===== config.mk =====
export PLATFORM = sky130hd
export DESIGN_NAME = lease_cache_mem_arbiter
export DESIGN_NICKNAME = d
export VERILOG_FILES = /design/src/rtl/lease_cache_mem_arbiter.sv
export SDC_FILE = /design/constraint.sdc
export NUM_CORES = 1
export LEC_CHECK = 0
export BUFFER_PORTS_ARGS = -buffer_cell sky130_fd_sc_hd__buf_2
export CAP_MARGIN = 40
export CORE_AREA = 2 2 115 117
export DETAILED_ROUTE_END_ITERATION = 10
export DIE_AREA = 0 0 117 119
export PLACE_DENSITY = 0.71
export SYNTH_ARGS = -nofsm -noshare
export SYNTH_HDL_FRONTEND = slang
export SYNTH_SLANG_ARGS = --single-unit

===== constraint.sdc =====
create_clock -name clock_i -period 3.31 [get_ports clock_i]
set_clock_uncertainty 0.1 [all_clocks]
set_input_delay 0.1655 -clock clock_i [delete_from_list [all_inputs] [get_ports clock_i]]
set_output_delay 0.1655 -clock clock_i [all_outputs]
set_load 0.005 [all_outputs]

===== src/rtl/lease_cache_mem_arbiter.sv =====
// Purpose: round-robin share of one memory-controller request/buffer port between icache (port 0) and dcache (port 1).
// Latency: a request pulse reaches mem_req_o one cycle later at the earliest; beats pass combinationally while in XFER.
// Backpressure: ready_req is withheld while busy or pending, ISSUE waits on mem_ready_req_i, beats follow the buffer readies.
// Optional build macro LEASE_ARB_PERF_COUNTERS_EN adds grant/collision/stall counters on perf_sel_i/perf_data_o.
module lease_cache_mem_arbiter #(
  parameter int BW_ADDR     = 24,
  parameter int BLOCK_WORDS = 16
) (
  input  logic               clock_i,
  input  logic               resetn_i,
  input  logic               r0_req_i,
  input  logic               r1_req_i,
  input  logic               r0_req_block_i,
  input  logic               r1_req_block_i,
  input  logic               r0_rw_i,
  input  logic               r1_rw_i,
  input  logic [BW_ADDR-1:0] r0_add_i,
  input  logic [BW_ADDR-1:0] r1_add_i,
  input  logic               r0_write_i,
  input  logic               r1_write_i,
  input  logic               r0_read_i,
  input  logic               r1_read_i,
  input  logic [31:0]        r0_data_i,
  input  logic [31:0]        r1_data_i,
  output logic               r0_ready_req_o,
  output logic               r1_ready_req_o,
  output logic               r0_ready_write_o,
  output logic               r1_ready_write_o,
  output logic               r0_ready_read_o,
  output logic               r1_ready_read_o,
  output logic [31:0]        rd_data_o,
  input  logic               mem_ready_req_i,
  input  logic               mem_ready_write_i,
  input  logic               mem_ready_read_i,
  input  logic [31:0]        mem_data_i,
  output logic               mem_req_o,
  output logic               mem_req_block_o,
  output logic               mem_rw_o,
  output logic [BW_ADDR-1:0] mem_add_o,
  output logic               mem_write_o,
  output logic               mem_read_o,
  output logic [31:0]        mem_data_o,
  output logic [1:0]         grant_o,
  output logic               busy_o,
  input  logic [1:0]         perf_sel_i,
  output logic [31:0]        perf_data_o
);

  localparam int CW = $clog2(BLOCK_WORDS) + 1;

  typedef enum logic [1:0] {IDLE, ISSUE, XFER} state_t;

  typedef struct packed {
    logic               block;
    logic               rw;
    logic [BW_ADDR-1:0] add;
    logic               owner;
  } req_t;

  state_t        state_q, state_d;
  req_t          act_q, act_d;
  req_t          pend_q, pend_d;
  req_t          req0, req1;
  logic          pend_vld_q, pend_vld_d;
  logic          ptr_q, ptr_d;
  logic [CW-1:0] cnt_q, cnt_d;
  logic [CW-1:0] last_beat;
  logic          load_act;
  logic          beat;
  logic          own_write, own_read;
  logic [31:0]   own_data;
  logic [1:0]    owner_oh;

  assign req0 = '{block: r0_req_block_i, rw: r0_rw_i, add: r0_add_i, owner: 1'b0};
  assign req1 = '{block: r1_req_block_i, rw: r1_rw_i, add: r1_add_i, owner: 1'b1};

  // Only the owning requester's strobes and data are ever looked at.
  assign own_write = act_q.owner ? r1_write_i : r0_write_i;
  assign own_read  = act_q.owner ? r1_read_i  : r0_read_i;
  assign own_data  = act_q.owner ? r1_data_i  : r0_data_i;
  assign owner_oh  = act_q.owner ? 2'b10 : 2'b01;

  // Index of the final beat: a block ends on BLOCK_WORDS-1, a single word on 0.
  assign last_beat = act_q.block ? CW'(BLOCK_WORDS - 1) : '0;

  // Read data is broadcast; only the owner is told it is valid.
  assign rd_data_o = mem_data_i;

  // FSM state register
  always_ff @(posedge clock_i or negedge resetn_i) begin
    if (!resetn_i) state_q <= IDLE;
    else           state_q <= state_d;
  end

  // Next state, request capture/arbitration and all handshake outputs
  always_comb begin
    state_d          = state_q;
    act_d            = act_q;
    pend_d           = pend_q;
    pend_vld_d       = pend_vld_q;
    ptr_d            = ptr_q;
    cnt_d            = cnt_q;
    load_act         = 1'b0;
    beat             = 1'b0;
    r0_ready_req_o   = 1'b0;
    r1_ready_req_o   = 1'b0;
    r0_ready_write_o = 1'b0;
    r1_ready_write_o = 1'b0;
    r0_ready_read_o  = 1'b0;
    r1_ready_read_o  = 1'b0;
    mem_req_o        = 1'b0;
    mem_req_block_o  = 1'b0;
    mem_rw_o         = 1'b0;
    mem_add_o        = '0;
    mem_write_o      = 1'b0;
    mem_read_o       = 1'b0;
    mem_data_o       = '0;
    grant_o          = 2'b00;
    busy_o           = 1'b0;

    case (state_q)
      IDLE: begin
        // resetn_i gating keeps every output low while reset is held.
        r0_ready_req_o = mem_ready_req_i & ~pend_vld_q & resetn_i;
        r1_ready_req_o = mem_ready_req_i & ~pend_vld_q & resetn_i;
        if (pend_vld_q) begin
          // The collision loser goes next, ahead of any fresh request.
          act_d      = pend_q;
          pend_vld_d = 1'b0;
          load_act   = 1'b1;
        end else if (r0_req_i && r1_req_i) begin
          act_d      = ptr_q ? req1 : req0;
          pend_d     = ptr_q ? req0 : req1;
          pend_vld_d = 1'b1;
          load_act   = 1'b1;
        end else if (r0_req_i) begin
          act_d    = req0;
          load_act = 1'b1;
        end else if (r1_req_i) begin
          act_d    = req1;
          load_act = 1'b1;
        end
        if (load_act) state_d = ISSUE;
      end

      ISSUE: begin
        busy_o  = 1'b1;
        grant_o = owner_oh;
        if (mem_ready_req_i) begin
          mem_req_o       = 1'b1;
          mem_req_block_o = act_q.block;
          mem_rw_o        = act_q.rw;
          mem_add_o       = act_q.add;
          cnt_d           = '0;
          state_d         = XFER;
        end
      end

      XFER: begin
        busy_o     = 1'b1;
        grant_o    = owner_oh;
        mem_data_o = own_data;
        if (act_q.rw) begin
          r0_ready_write_o = mem_ready_write_i & ~act_q.owner;
          r1_ready_write_o = mem_ready_write_i &  act_q.owner;
          mem_write_o      = own_write & mem_ready_write_i;
        end else begin
          r0_ready_read_o  = mem_ready_read_i & ~act_q.owner;
          r1_ready_read_o  = mem_ready_read_i &  act_q.owner;
          mem_read_o       = own_read & mem_ready_read_i;
        end
        beat = mem_write_o | mem_read_o;
        if (beat) begin
          // Counter stops at BLOCK_WORDS at most and is cleared in ISSUE, so it cannot wrap.
          cnt_d = cnt_q + 1'b1;
          if (cnt_q == last_beat) begin
            state_d = IDLE;
            ptr_d   = ~act_q.owner;
          end
        end
      end

      default: state_d = IDLE;
    endcase
  end

  // Active and pending request registers, round-robin pointer and beat counter
  always_ff @(posedge clock_i or negedge resetn_i) begin
    if (!resetn_i) begin
      act_q      <= '0;
      pend_q     <= '0;
      pend_vld_q <= 1'b0;
      ptr_q      <= 1'b0;
      cnt_q      <= '0;
    end else begin
      act_q      <= act_d;
      pend_q     <= pend_d;
      pend_vld_q <= pend_vld_d;
      ptr_q      <= ptr_d;
      cnt_q      <= cnt_d;
    end
  end

`ifdef LEASE_ARB_PERF_COUNTERS_EN
  // Selector map: 0 port0 grants, 1 port1 grants, 2 collision cycles, 3 ISSUE stall cycles.
  logic [31:0] perf_q [4];
  logic [3:0]  perf_inc;

  assign perf_inc[0] = load_act & ~act_d.owner;
  assign perf_inc[1] = load_act &  act_d.owner;
  assign perf_inc[2] = r0_req_i & r1_req_i;
  assign perf_inc[3] = (state_q == ISSUE) & ~mem_ready_req_i;

  // Saturating event counters
  always_ff @(posedge clock_i or negedge resetn_i) begin
    if (!resetn_i) begin
      for (int i = 0; i < 4; i++) perf_q[i] <= '0;
    end else begin
      for (int i = 0; i < 4; i++) begin
        if (perf_inc[i] && (perf_q[i] != 32'hFFFF_FFFF)) perf_q[i] <= perf_q[i] + 32'd1;
      end
    end
  end

  assign perf_data_o = perf_q[perf_sel_i];
`else
  logic unused_perf_sel;
  assign unused_perf_sel = ^perf_sel_i;
  assign perf_data_o     = '0;
`endif

endmodule


# Yosys cells after proc, flatten, opt, wreduce, memory -nomap -nowiden
# Index checks and enable logic that the tools add are counted.
# W data, S select, Z words.
# totals
elab_cells,93
reg_bits,63
# op_classes
n_eq_ne,7
mux,52
add_sub_neg,1
n_reduce_logical,10
n_bitwise,11
# op_table
op,count
$mux W27,6
$mux W32,2
$mux W24,2
$mux W1,31
$mux W2,6
$mux W5,2
$pmux W5 S2,1
$reduce_and A3 Y1,3
$and A1 B1 Y1,8
$ne A2 B2 Y1 const B,4
$pmux W2 S3,1
$add A5 B1 Y5 const B,1
$eq A5 B4 Y1,1
$mux W4,1
$reduce_and A4 Y1,1
$reduce_bool A4 Y1,1
$eq A2 B1 Y1 const B,1
$eq A2 B2 Y1 const B,1
$logic_not A2 Y1,1
$not A1 Y1,2
$reduce_and A2 Y1,1
$reduce_bool A2 Y1,1
$reduce_or A2 Y1,1
$logic_and A1 B1 Y1,1
$or A1 B1 Y1,1

# Depth between registers and ports, before layout
# depth
depth_word,7
mapped_depth,7
ltp_nobuf,6

# Worst setup path after synthesis
# No wires, ideal clock.
# synth_path
path_type,register -> register
from,register state_q[0]
to,register pend_q[10] in the netlist's numbering
path_stages_with_launch,8
n_path_buf,1
arrival_ns,1.482
slack_ns,1.594
setup_ns,0.133
cell_sequence,dfrtp_1 -> inv_1 -> ha_1 -> nor2b_1 -> nand3_1 -> clkbuf_1 -> nand2_1 -> o21ai_0
# synth_via
elab_chain_len,2
# synth_lines
element,line,rtl
"start, declared",60,"state_t state_q, state_d;"
"start signal, assigned",92,else state_q <= state_d;
$logic_not A2 Y1,121,case (state_q)
$reduce_and A3 Y1 (no line),-,
"end signal, assigned",197,pend_q <= pend_d;
"end, declared",62,"req_t pend_q, pend_d;"
# Every way passes these cells.
# A chain may end at the register's enable or synchronous reset.

# Worst setup path in the final report
# layout_path
from,register act_q[0] in the netlist's numbering
to,output mem_data_o[18]
# layout_via
elab_chain_len,2
# layout_lines
element,line,rtl
"start, declared",61,"req_t act_q, act_d;"
"start signal, assigned",196,act_q <= act_d;
$mux W32,80,assign own_data = act_q.owner ? r1_data_i : r0_data_i;
$mux W32,121,
"end, declared",42,"output logic [31:0] mem_data_o,"
# Every way passes these cells.

==> results by group <==
Timing
  • Worst hold slack: 0.0345 ns
  • Max frequency: 0.443 GHz
  • Post-route setup TNS: 0 ns
  • Worst slew margin: around 57%
  • Worst slew pin tran: about 0.65 ns
  • Final Hold Viols: 0
  • Final-report max-slew violation count: 0
  • RSZ-0062 raised after global routing: false
  • Final Setup Violations: 0
  • Tmin final: about 2.3 ns
  • Tcrit/Tclk final: 68.2%

Drt
  • Final wirelength: around 13 mm
  • DR DRC count: 0
  • DR vias: 4,071
  • Final antenna-violating net count: 0
  • Vias per cell: 4.80
  • Wire per inst: 15.8 um
  • DRT iter0 DRCs: between 100 and 150
  • DR pass1 iterations: 4

Layout
  • Post-route cell area: 5730 um2
  • P&R area growth vs syn: 23.6%
  • Filler Cell Count: 1,328
  • Commonest non-fill, non-tap cells in the layout: 196 x buf_2, 88 x mux2i_1, 60 x dfrtp_1
  • Commonest non-fill, non-tap cell in the layout: buf_2
  • # nets final: around 830
  • Final Util: approximately 45%
  • Layout cell share with drive strength beyond 1: a little under two fifths

Clocking
  • # clock sinks: 63
  • Num CTS Buffers: 9
  • Hold-fix buffers at CTS: 1
  • Clk root buf: clkbuf_16
  • Worst-Skew Late Latency: 0.33 ns
  • Worst-path clk slew: about 0.050 ns
  • Post-CTS Setup Bufs: 0
  • CTS tree: built
  • Post-CTS sizing: 0
  • Clock tree buffer depth: 2
  • H-tree Lvls: 3

Place
  • DP HPWL: roughly 10 mm
  • GP Congestion: approximately 0.78
  • Number of port buffers: ~200
  • Post-DP Area: 5410 um2

Worst setup path
  • Crit end category: output pin
  • WP data arrival: between 1.5 and 2 ns
  • Worst-path fanout max: 24
  • CP Cell Sequence: buf_4 > mux2i_1 > nor2_1 > buf_2
  • WS Path Type: flip-flop to output pin
  • CP max stage cell: dfrtp_2
  • Reg2reg setup slack: approximately 1.1 ns
  • CP max stage delay: between 0.7 and 0.8 ns
  • Worst r2r dst: cnt_q[2]$_DFFE_PN0P_
  • Worst path required time: roughly 3 ns
  • Worst r2r src: act_q[0]$_DFFE_PN0P_
  • Critical path launch point type: flip-flop
  • Worst r2r path cells: 4

Power
  • Total internal power: roughly 2.8 mW
  • Sw power: 1.65 mW
  • Sw frac: between 30 and 40%
  • Gate power share: 46.4%
  • Overall power: roughly 4.4 mW
  • P per Cell Area: about 770 nW/um2
  • Clock share of power: roughly 22%
  • Peak supply drop: roughly 320 uV
  • Leakage power: 3.07 nW
  • Share of power burned in registers: between 30% and 40%

Hold path
  • Hold WC Path Type: primary input to flip-flop
  • Endpoint, Worst Hold: pend_q[12]$_DFFE_PN0P_
  • HP Start: r1_add_i[11]
  • Hold Path Depth: 3

Logic synthesis
  • Post-synthesis instance area: around 4600 um2
  • Async set-reset flop share out of synthesis: 100%
  • Number of synthesized flops with an enable pin: 0
  • Seq/Total Area, Yosys: 34.0%
  • Flops & latches, synth: between 60 and 70
  • Top_reg_cell synth: dfrtp_1
  • Mapped Cells: roughly 500
  • Synth Warn #: 0
  • Synth cell types: 38
  • Avg Synthesized Cell Area: approximately 9 um2

Floorplan
  • Number of I/O pins: approximately 300
  • Die H: about 120 um
  • # rows: 42
  • Die Wd: roughly 120 um
  • Core footprint: 12,900 um2
  • Initial core utilization: 36.0%
  • Die area: roughly 14,000 um2

GRT
  • Vias in the first global route: 3,779
  • First-pass GRT wire length: around 20 mm
  • Largest net degree at the start of global routing: between 50 and 60
  • GRT Util Overall: around a fifth
  • GRT overflow: 0
  • Antenna violations before repair: 1

Flow run
  • Maxcap violations: 0

Outcome
  • Status: finished, final reports clean
flip-flops by register name, indices dropped and copies added (netlist names):
register / cells
state_q: 2
pend_q: 27
act_q: 27
ptr_q: 1
pend_vld_q: 1
cnt_q: 5
logic make-up after synthesis:
group                      after synthesis  synth area share (%)
and+or+nand+nor                        152                  15.1
muxes                                  115                  25.6
buffers and inverters                  105                  14.6
AOI/OAI and AO/OA                       75                  9.58
DFF                                     63                  34.0
adders and majority gates                4                  1.08
other                                    1                0.0809
how the worst max path moves through the flow:
stage | startpoint | to | slack (ns)
after floorplan | state_q[0]$_DFFE_PN0P_ | mem_read_o | 1.59
after global placement | act_q[0]$_DFFE_PN0P_ | cnt_q[2]$_DFFE_PN0P_ | 1.13
after detailed placement | act_q[0]$_DFFE_PN0P_ | cnt_q[2]$_DFFE_PN0P_ | 1.12
after CTS | act_q[0]$_DFFE_PN0P_ | mem_data_o[18] | 1.0
after global routing | act_q[0]$_DFFE_PN0P_ | mem_data_o[18] | 0.92
final | act_q[0]$_DFFE_PN0P_ | mem_data_o[18] | 1.05
Yosys cell counts, types with 3 or more instances:
master | number | share of area (%)
and3_1 | 27 | 3.6
buf_2 | 8 | 0.86
buf_4 | 69 | 11
clkbuf_1 | 19 | 1.5
dfrtp_1 | 63 | 34
ha_1 | 4 | 1.1
inv_1 | 5 | 0.40
mux2_2 | 26 | 6.3
mux2i_1 | 88 | 19
nand2_1 | 58 | 4.7
nand2b_1 | 5 | 0.67
nand3_1 | 8 | 0.86
nor2_1 | 41 | 3.3
nor2b_1 | 3 | 0.40
o21ai_0 | 57 | 6.2
o21ai_1 | 3 | 0.32
per-layer routing:
layer  wire (um)  part of all wire [%]  vias up  GRT usage (%)
met5           0                     0        -              0
met4         261                   1.9        0           7.79
met3         966                   7.2       20           4.53
met2        6720                    50      182           32.9
met1        5490                    41     1888           22.3
li1            -                     -     1981              -
power by group through the flow:
stage                     logic, mW  clock network, mW  registers [mW]
final                          2.05              0.985            1.38
after global routing           2.31               1.03            1.44
after CTS                      2.09               1.00            1.39
after detailed placement       2.07                  0            1.40
after global placement         2.05                  0            1.39
after floorplan                1.58                  0            1.27
through the flow:
stage	cells	worst slack, ns
finish	848	1.05
global route	847	0.921
CTS	847	0.996
detailed placement	830	1.12
global placement	830	1.13
floorplan	546	1.59
final cells by class:
type	count	area [um2]	share of cell area [%]
clock inverter	4	70.1	1.22
timing repair buffer	208	1090	18.9
sequential	63	1580	27.6
inverter	6	22.5	0.393
tap	176	220	3.84
antenna	1	2.50	0.0437
multi-input combinational	378	2510	43.9
clock buffer	12	236	4.13
worst max-delay path: cells and delay by family (launching register included):
kind / cells / cell delay, ns
buffers and inverters: 2 / 0.52
and+or+nand+nor: 1 / 0.06
muxes: 1 / 0.28
DFF: 1 / 0.78
Note: power is estimated with default switching activity, not from simulation.
